<file path="config.mk">
export PLATFORM = sky130hd
export DESIGN_NAME = uart_dbg_bridge
export DESIGN_NICKNAME = d
export VERILOG_FILES = /design/src/rtl/uart_dbg_bridge.sv
export SDC_FILE = /design/constraint.sdc
export NUM_CORES = 1
export LEC_CHECK = 0
export ABC_AREA = 0
export CELL_PAD_IN_SITES_DETAIL_PLACEMENT = 0
export CELL_PAD_IN_SITES_GLOBAL_PLACEMENT = 1
export CORE_MARGIN = 2
export CORE_UTILIZATION = 51
export DETAILED_ROUTE_END_ITERATION = 8
export GPL_TIMING_DRIVEN = 0
export HOLD_SLACK_MARGIN = 0.02
export PLACE_DENSITY = 0.81
export REMOVE_ABC_BUFFERS = 1
export SLEW_MARGIN = 20
export SYNTH_ARGS = -nofsm -noshare
export SYNTH_HDL_FRONTEND = slang
export SYNTH_SLANG_ARGS = --single-unit
</file>
<file path="constraint.sdc">
create_clock -name i_clk -period 4.39 [get_ports i_clk]
set_input_delay 0.878 -clock i_clk [delete_from_list [all_inputs] [get_ports i_clk]]
set_output_delay 0.878 -clock i_clk [all_outputs]
set_load 0.005 [all_outputs]
</file>
<file path="src/rtl/uart_dbg_bridge.sv">
`timescale 1ns/1ps
// UART-to-MMIO debug bridge: serial command frames drive MMIO reads/writes, status and read data return over TX.
// Define UART_DBG_CHKSUM_EN for the trailing XOR checksum on command frames and read responses.

module uart_rx #(
    parameter int CLK_FREQ  = 100_000_000,
    parameter int BAUD_RATE = 115200
) (
    input  logic       i_clk,
    input  logic       i_rst,
    input  logic       i_rx,
    output logic [7:0] o_data,
    output logic       o_data_valid
);
    localparam int CPB = CLK_FREQ / BAUD_RATE;
    localparam int CW  = $clog2(CPB + 1);
    localparam logic [CW-1:0] BIT_LAST = CW'(CPB - 1);
    localparam logic [CW-1:0] HALF     = CW'(CPB / 2);

    typedef enum logic [1:0] {RX_IDLE, RX_START, RX_DATA, RX_STOP} rx_state_t;

    rx_state_t     state_q, state_d;
    logic [1:0]    sync_q;
    logic [CW-1:0] cnt_q, cnt_d;
    logic [2:0]    bit_q, bit_d;
    logic [7:0]    shift_q, shift_d, data_q, data_d;
    logic          valid_q, valid_d;
    logic          rx_s;

    assign rx_s         = sync_q[1];
    assign o_data       = data_q;
    assign o_data_valid = valid_q;

    always_ff @(posedge i_clk or posedge i_rst) begin
        if (i_rst) begin
            sync_q  <= 2'b11;
            state_q <= RX_IDLE;
            cnt_q   <= '0;
            bit_q   <= '0;
            shift_q <= '0;
            data_q  <= '0;
            valid_q <= 1'b0;
        end else begin
            sync_q  <= {sync_q[0], i_rx};
            state_q <= state_d;
            cnt_q   <= cnt_d;
            bit_q   <= bit_d;
            shift_q <= shift_d;
            data_q  <= data_d;
            valid_q <= valid_d;
        end
    end

    // Start bit is re-checked at its midpoint; every later sample lands mid-bit.
    always_comb begin
        state_d = state_q;
        cnt_d   = cnt_q;
        bit_d   = bit_q;
        shift_d = shift_q;
        data_d  = data_q;
        valid_d = 1'b0;
        case (state_q)
            RX_IDLE: begin
                if (!rx_s) begin
                    state_d = RX_START;
                    cnt_d   = '0;
                end
            end
            RX_START: begin
                if (cnt_q == HALF) begin
                    cnt_d   = '0;
                    bit_d   = '0;
                    state_d = rx_s ? RX_IDLE : RX_DATA;
                end else begin
                    cnt_d = cnt_q + 1'b1;
                end
            end
            RX_DATA: begin
                if (cnt_q == BIT_LAST) begin
                    cnt_d   = '0;
                    shift_d = {rx_s, shift_q[7:1]};
                    if (bit_q == 3'd7) state_d = RX_STOP;
                    else               bit_d   = bit_q + 1'b1;
                end else begin
                    cnt_d = cnt_q + 1'b1;
                end
            end
            RX_STOP: begin
                if (cnt_q == BIT_LAST) begin
                    state_d = RX_IDLE;
                    cnt_d   = '0;
                    if (rx_s) begin
                        data_d  = shift_q;
                        valid_d = 1'b1;
                    end
                end else begin
                    cnt_d = cnt_q + 1'b1;
                end
            end
            default: state_d = RX_IDLE;
        endcase
    end
endmodule

module uart_tx #(
    parameter int CLK_FREQ  = 100_000_000,
    parameter int BAUD_RATE = 115200
) (
    input  logic       i_clk,
    input  logic       i_rst,
    input  logic       i_tx_start,
    input  logic [7:0] i_data,
    output logic       o_tx_out,
    output logic       o_tx_busy
);
    localparam int CPB = CLK_FREQ / BAUD_RATE;
    localparam int CW  = $clog2(CPB + 1);
    localparam logic [CW-1:0] BIT_LAST = CW'(CPB - 1);

    typedef enum logic {TX_IDLE, TX_BUSY} tx_state_t;

    tx_state_t     state_q, state_d;
    logic [CW-1:0] cnt_q, cnt_d;
    logic [3:0]    bit_q, bit_d;
    logic [9:0]    shift_q, shift_d;

    assign o_tx_out  = shift_q[0];
    assign o_tx_busy = (state_q == TX_BUSY);

    always_ff @(posedge i_clk or posedge i_rst) begin
        if (i_rst) begin
            state_q <= TX_IDLE;
            cnt_q   <= '0;
            bit_q   <= '0;
            shift_q <= '1;
        end else begin
            state_q <= state_d;
            cnt_q   <= cnt_d;
            bit_q   <= bit_d;
            shift_q <= shift_d;
        end
    end

    // Shift register is refilled with ones so the line rests high after the stop bit.
    always_comb begin
        state_d = state_q;
        cnt_d   = cnt_q;
        bit_d   = bit_q;
        shift_d = shift_q;
        case (state_q)
            TX_IDLE: begin
                if (i_tx_start) begin
                    shift_d = {1'b1, i_data, 1'b0};
                    cnt_d   = '0;
                    bit_d   = '0;
                    state_d = TX_BUSY;
                end
            end
            TX_BUSY: begin
                if (cnt_q == BIT_LAST) begin
                    cnt_d   = '0;
                    shift_d = {1'b1, shift_q[9:1]};
                    if (bit_q == 4'd9) state_d = TX_IDLE;
                    else               bit_d   = bit_q + 1'b1;
                end else begin
                    cnt_d = cnt_q + 1'b1;
                end
            end
            default: state_d = TX_IDLE;
        endcase
    end
endmodule

module uart_dbg_bridge #(
    parameter int CLK_FREQ  = 100_000_000,
    parameter int BAUD_RATE = 115200,
    parameter int ADDR_W    = 16,
    parameter int FRAME_TO  = 1_000_000,
    parameter int BUS_TO    = 255
) (
    input  logic              i_clk,
    input  logic              i_rst_n,
    input  logic              i_rx_in,
    output logic              o_tx_out,
    output logic              o_bus_sel,
    output logic              o_bus_we,
    output logic              o_bus_re,
    output logic [ADDR_W-1:0] o_bus_addr,
    output logic [15:0]       o_bus_wdata,
    input  logic [15:0]       i_bus_rdata,
    input  logic              i_bus_rdy,
    output logic              o_busy,
    output logic              o_err
);
    localparam int FTW = $clog2(FRAME_TO + 1);
    localparam int BTW = $clog2(BUS_TO + 1);
    localparam logic [FTW-1:0] FRAME_LAST = FTW'(FRAME_TO - 1);
    localparam logic [BTW-1:0] BUS_LAST   = BTW'(BUS_TO - 1);

    typedef enum logic [2:0] {
        ST_IDLE, ST_ADDR_H, ST_ADDR_L, ST_DATA_H, ST_DATA_L, ST_CHK, ST_BUS, ST_SEND
    } state_t;

    state_t            state_q, state_d;
    logic              is_wr_q, is_wr_d;
    logic [15:0]       addr_q, addr_d, data_q, data_d;
    logic [FTW-1:0]    ftmr_q, ftmr_d;
    logic [BTW-1:0]    btmr_q, btmr_d;
    logic [23:0]       resp_q, resp_d;
    logic [1:0]        rcnt_q, rcnt_d, tx_ph_q, tx_ph_d;
    logic              tx_start_q, tx_start_d;
    logic [7:0]        tx_data_q, tx_data_d;
    logic              sel_q, sel_d, we_q, we_d, re_q, re_d, err_q, err_d;
    logic [ADDR_W-1:0] baddr_q, baddr_d;
    logic [15:0]       bwdata_q, bwdata_d;
    logic              enter_bus;
    logic [7:0]        rx_data;
    logic              rx_valid, tx_busy;
`ifdef UART_DBG_CHKSUM_EN
    logic [7:0]        chk_q, chk_d;
`endif

    uart_rx #(.CLK_FREQ(CLK_FREQ), .BAUD_RATE(BAUD_RATE)) u_rx (
        .i_clk(i_clk), .i_rst(~i_rst_n), .i_rx(i_rx_in),
        .o_data(rx_data), .o_data_valid(rx_valid)
    );

    uart_tx #(.CLK_FREQ(CLK_FREQ), .BAUD_RATE(BAUD_RATE)) u_tx (
        .i_clk(i_clk), .i_rst(~i_rst_n), .i_tx_start(tx_start_q), .i_data(tx_data_q),
        .o_tx_out(o_tx_out), .o_tx_busy(tx_busy)
    );

    assign o_bus_sel   = sel_q;
    assign o_bus_we    = we_q;
    assign o_bus_re    = re_q;
    assign o_bus_addr  = baddr_q;
    assign o_bus_wdata = bwdata_q;
    assign o_err       = err_q;
    assign o_busy      = (state_q != ST_IDLE);

    always_ff @(posedge i_clk or negedge i_rst_n) begin
        if (!i_rst_n) begin
            state_q    <= ST_IDLE;
            is_wr_q    <= 1'b0;
            addr_q     <= '0;
            data_q     <= '0;
            ftmr_q     <= '0;
            btmr_q     <= '0;
            resp_q     <= '0;
            rcnt_q     <= '0;
            tx_ph_q    <= '0;
            tx_start_q <= 1'b0;
            tx_data_q  <= '0;
            sel_q      <= 1'b0;
            we_q       <= 1'b0;
            re_q       <= 1'b0;
            err_q      <= 1'b0;
            baddr_q    <= '0;
            bwdata_q   <= '0;
`ifdef UART_DBG_CHKSUM_EN
            chk_q      <= '0;
`endif
        end else begin
            state_q    <= state_d;
            is_wr_q    <= is_wr_d;
            addr_q     <= addr_d;
            data_q     <= data_d;
            ftmr_q     <= ftmr_d;
            btmr_q     <= btmr_d;
            resp_q     <= resp_d;
            rcnt_q     <= rcnt_d;
            tx_ph_q    <= tx_ph_d;
            tx_start_q <= tx_start_d;
            tx_data_q  <= tx_data_d;
            sel_q      <= sel_d;
            we_q       <= we_d;
            re_q       <= re_d;
            err_q      <= err_d;
            baddr_q    <= baddr_d;
            bwdata_q   <= bwdata_d;
`ifdef UART_DBG_CHKSUM_EN
            chk_q      <= chk_d;
`endif
        end
    end

    always_comb begin
        state_d    = state_q;
        is_wr_d    = is_wr_q;
        addr_d     = addr_q;
        data_d     = data_q;
        ftmr_d     = '0;
        btmr_d     = btmr_q;
        resp_d     = resp_q;
        rcnt_d     = rcnt_q;
        tx_ph_d    = tx_ph_q;
        tx_start_d = 1'b0;
        tx_data_d  = tx_data_q;
        sel_d      = sel_q;
        we_d       = we_q;
        re_d       = re_q;
        err_d      = 1'b0;
        baddr_d    = baddr_q;
        bwdata_d   = bwdata_q;
        enter_bus  = 1'b0;
`ifdef UART_DBG_CHKSUM_EN
        chk_d      = chk_q;
        if (rx_valid) chk_d = chk_q ^ rx_data;
`endif
        case (state_q)
            ST_IDLE: begin
                if (rx_valid) begin
`ifdef UART_DBG_CHKSUM_EN
                    chk_d = rx_data;
`endif
                    if (rx_data == 8'h57 || rx_data == 8'h52) begin
                        is_wr_d = (rx_data == 8'h57);
                        state_d = ST_ADDR_H;
                    end else begin
                        resp_d  = {8'h3F, 16'h0000};
                        rcnt_d  = 2'd1;
                        err_d   = 1'b1;
                        state_d = ST_SEND;
                    end
                end
            end
            ST_ADDR_H: if (rx_valid) begin
                addr_d[15:8] = rx_data;
                state_d      = ST_ADDR_L;
            end
            ST_ADDR_L: if (rx_valid) begin
                addr_d[7:0] = rx_data;
`ifdef UART_DBG_CHKSUM_EN
                state_d = is_wr_q ? ST_DATA_H : ST_CHK;
`else
                if (is_wr_q) state_d = ST_DATA_H;
                else         enter_bus = 1'b1;
`endif
            end
            ST_DATA_H: if (rx_valid) begin
                data_d[15:8] = rx_data;
                state_d      = ST_DATA_L;
            end
            ST_DATA_L: if (rx_valid) begin
                data_d[7:0] = rx_data;
`ifdef UART_DBG_CHKSUM_EN
                state_d = ST_CHK;
`else
                enter_bus = 1'b1;
`endif
            end
`ifdef UART_DBG_CHKSUM_EN
            ST_CHK: if (rx_valid) begin
                if (rx_data == chk_q) begin
                    enter_bus = 1'b1;
                end else begin
                    resp_d  = {8'h21, 16'h0000};
                    rcnt_d  = 2'd1;
                    err_d   = 1'b1;
                    state_d = ST_SEND;
                end
            end
`endif
            ST_BUS: begin
                if (i_bus_rdy) begin
                    sel_d   = 1'b0;
                    we_d    = 1'b0;
                    re_d    = 1'b0;
                    btmr_d  = '0;
                    state_d = ST_SEND;
                    if (is_wr_q) begin
                        resp_d = {8'h4B, 16'h0000};
                        rcnt_d = 2'd1;
                    end else begin
`ifdef UART_DBG_CHKSUM_EN
                        resp_d = {i_bus_rdata, i_bus_rdata[15:8] ^ i_bus_rdata[7:0]};
                        rcnt_d = 2'd3;
`else
                        resp_d = {i_bus_rdata, 8'h00};
                        rcnt_d = 2'd2;
`endif
                    end
                end else if (btmr_q == BUS_LAST) begin
                    sel_d   = 1'b0;
                    we_d    = 1'b0;
                    re_d    = 1'b0;
                    btmr_d  = '0;
                    resp_d  = {8'h45, 16'h0000};
                    rcnt_d  = 2'd1;
                    err_d   = 1'b1;
                    state_d = ST_SEND;
                end else begin
                    btmr_d = btmr_q + 1'b1;
                end
            end
            // tx_ph: 0 = free to start, 1 = waiting for busy to rise, 2 = waiting for busy to fall.
            ST_SEND: begin
                case (tx_ph_q)
                    2'd0: if (!tx_busy) begin
                        if (rcnt_q != 2'd0) begin
                            tx_start_d = 1'b1;
                            tx_data_d  = resp_q[23:16];
                            resp_d     = {resp_q[15:0], 8'h00};
                            rcnt_d     = rcnt_q - 1'b1;
                            tx_ph_d    = 2'd1;
                        end else begin
                            state_d = ST_IDLE;
                        end
                    end
                    2'd1: if (tx_busy) tx_ph_d = 2'd2;
                    default: if (!tx_busy) tx_ph_d = 2'd0;
                endcase
            end
            default: state_d = ST_IDLE;
        endcase

        // Inter-byte silence inside a frame abandons it without a response.
        if (state_q inside {ST_ADDR_H, ST_ADDR_L, ST_DATA_H, ST_DATA_L, ST_CHK} && !rx_valid) begin
            if (ftmr_q == FRAME_LAST) begin
                err_d   = 1'b1;
                state_d = ST_IDLE;
            end else begin
                ftmr_d = ftmr_q + 1'b1;
            end
        end

        if (enter_bus) begin
            sel_d    = 1'b1;
            we_d     = is_wr_q;
            re_d     = ~is_wr_q;
            baddr_d  = addr_d[ADDR_W-1:0];
            bwdata_d = data_d;
            btmr_d   = '0;
            state_d  = ST_BUS;
        end
    end
endmodule

</file>
==> results.md <==
- Post-CTS Setup Inserts: 0
- Nets@finish: roughly 860
- Die span in x: ~130 um
- Cts repair resizes: 0
- Wire length of the first global-routing pass: 29.8 mm
- Syn Area/Cell: 10.9 sq um
- Hold Path Class: input pin to async pin
- Final Power: about 3.4 mW
- Total gr overflow: 0
- Slew headroom: between 30% and 40%
- Crit path launch: state_q[0]
- Post-CTS Hold Buffers: 0
- FF-to-FF Start: state_q[0]
- Vias: ~6k
- Reg2Reg Setup Slack: 1.60 ns
- DIE AREA: between 15000 and 20000 sq um
- Setup CP Type: register to output pin
- Seq cells post-synth: ~190
- Fin worst setup slack: between 1 and 1.5 ns
- Via density: between 5 and 6
- Critical Path Fanout Max: 29
- Post-synthesis cell count: 784
- Die Height: around 130 um
- Setup TNS: 0 ns
- Final setup vio count: 0
- Clock root buffer master: clkbuf_16
- N_diodes: 0
- Clock Skews: around 0.013 ns
- Max Freq: between 300 and 400 MHz
- Final Cycle Share: a little over two thirds
- RSZ-0062 raised after global routing: false
- Worst EP required: 3.51 ns
- Tot GR Track Use: 20.7%
- CP endpoint kind: output pin
- Vias in the first global route: around 6.2k
- Final Hold Vio Count: 0
- Synth Cell Area: about 8500 sq um
- IO Port Bufs: 57
- Actual slew at the worst max-slew pin: between 0.9 and 1 ns
- Starting DRT DRC Count: between 200 and 300
- Filler cells: 1367
- Post-synth EDFFs: 0
- Detailed placer's ending HPWL: ~12 mm
- Reg2Reg Capture Point: resp_q[19]
- Post-synth cell types: 60
- Most common cell after layout, fill and taps aside: dfrtp_1
- Most area-consuming cells after synthesis: dfrtp_1 (52%), mux2_2 (9.9%), nand2_1 (5.4%)
- Worst R2R Path Depth: 4
- Drc violations: 0
- Core Footprint: about 16000 sq um
- Dominant cell type by area after synthesis: dfrtp_1
- Top_reg_cell synth: dfrtp_1
- Top-area cell type share of the netlist area: around half
- Placer's final routability congestion estimate: approximately 0.8
- Ys Warns: 0
- Post-synthesis sequential area ratio: between 50% and 60%
- Async S/R FF share, synth: 100%
- WL/cell: ~16 um
- Cell Count Post-Placement: approximately 1.0k
- Pwr dens: between 300 and 400 nW/um^2
- Lkg Pwr: roughly 4.5 nW
- DRT Pass-1 Iters: 4
- CTS Buffer Depth: 2
- CTS tree: built
- Clock Latency Late Sink: approximately 0.44 ns
- Pin count of the biggest net entering global routing: 86
- Max-cap violations: 0
- CTS clk-pin slew, worst paths: 0.07 ns
- Non-Filler Instances: between 1k and 1.5k
- Final Slew Violations: 0
- Peak VDD IR: about 0.27 mV
- Antenna-violating nets left: 0
- H-tree levels: 4
- Setup slack at placement: 1.13 ns
- CP Launch Type: register
- Crit path time final: slightly above 3 ns
- DRT Wirelength: 17.2 mm
- CTS sink cnt: about 190
- Outcome: finished clean
- IO Count: 58
- WP data arrival: between 2 and 2.5 ns
- Core Rows: 47
- Layout Area Growth over Synthesis: 16.8%
- CTS Buf Count: 17
- Setup crit end: o_busy
- Starting Density: 51.7%
- Share of post-route cells with drive strength above 1: between 10% and 20%
- Initial antenna violation count: 0
- Most frequent cells in the layout: dfrtp_1 (176), nand2_1 (122), mux2_2 (75)
-- logic make-up (layout without fill, tap and decap cells) --
family / after synthesis / after routing / synth area share [%]
compound gates: 138 / 138 / 10.4
simple gates: 281 / 281 / 16.7
flops: 187 / 187 / 55.1
mux: 86 / 86 / 11.2
buf+inv: 63 / 117 / 3.08
xor+xnor: 18 / 18 / 1.85
fa+ha+maj: 11 / 11 / 1.62
-- report_power, final --
group / switching [mW] / internal, mW
Clock: 0.715 / 0.924
Sequential: 0.00315 / 1.73
Combinational: 0.0385 / 0.0239
Total: 0.757 / 2.68
-- worst min-delay path by stage --
stage	startpoint	to	slack, ns	depth (start not counted)
after floorplan	u_rx.sync_q[0]	u_rx.sync_q[1]	0.35	0
after global placement	u_rx.sync_q[0]	u_rx.sync_q[1]	0.35	0
after detailed placement	u_rx.sync_q[0]	u_rx.sync_q[1]	0.35	0
after CTS	i_rst_n	u_tx.cnt_q[8]	0.35	1
after global routing	i_rst_n	u_tx.cnt_q[8]	0.36	1
final	i_rst_n	u_tx.cnt_q[8]	0.34	1
-- synth_stat cells, types with 13 or more instances --
| library cell | n |
|---|---|
| clkbuf_1 | 23 |
| nor2_1 | 33 |
| a21oi_1 | 26 |
| mux2_2 | 75 |
| inv_1 | 23 |
| nand3_1 | 21 |
| dfrtp_1 | 176 |
| nand2_1 | 122 |
| o21ai_0 | 41 |
| nor3_1 | 15 |
| xnor2_1 | 13 |
| a22o_1 | 16 |
-- registers in the layout, summed over array words and instances (netlist names), 3 cells and up, named ones only --
signal,count
u_rx.shift_q,8
resp_q,16
state_q,3
o_bus_addr,16
btmr_q,8
u_tx.shift_q,9
addr_q,16
tx_data_q,8
u_rx.bit_q,3
u_rx.o_data,8
u_rx.cnt_q,10
o_bus_wdata,16
data_q,16
u_tx.cnt_q,10
u_tx.bit_q,4
ftmr_q,20
-- critical path, stage by stage, from the launching register on --
cell and delay, ns:
dfrtp_1 0.92, nor3_1 0.18, inv_1 0.12, clkdlybuf4s50_1 0.54
-- metrics by stage --
stage,utilization (%),hold slack (ns),instance area [sq um]
detailed placement,56.6,0.347,9310
global route,60.4,0.359,9950
global placement,55.8,0.346,9190
floorplan,-,0.345,8340
CTS,60.4,0.351,9940
finish,60.4,0.341,9950
-- routing by layer --
metal	global-route usage, %	wire, um	vias up
li1	-	-	2880
met1	26.5	7810	3013
met2	35.3	8640	95
met3	4.45	555	19
met4	6.50	214	0
met5	0	0	-
-- final cells by class --
| type | instances | area, sq um | area share [%] |
|---|---|---|---|
| Clock buffer | 18 | 429 | 4.31 |
| Clock inverter | 14 | 200 | 2.01 |
| Inverter | 23 | 86.3 | 0.868 |
| Multi-Input combinational cell | 534 | 3600 | 36.2 |
| Sequential cell | 187 | 4690 | 47.2 |
| Tap cell | 220 | 275 | 2.77 |
| Timing Repair Buffer | 62 | 668 | 6.71 |
Note: power is estimated with default switching activity, not from simulation.
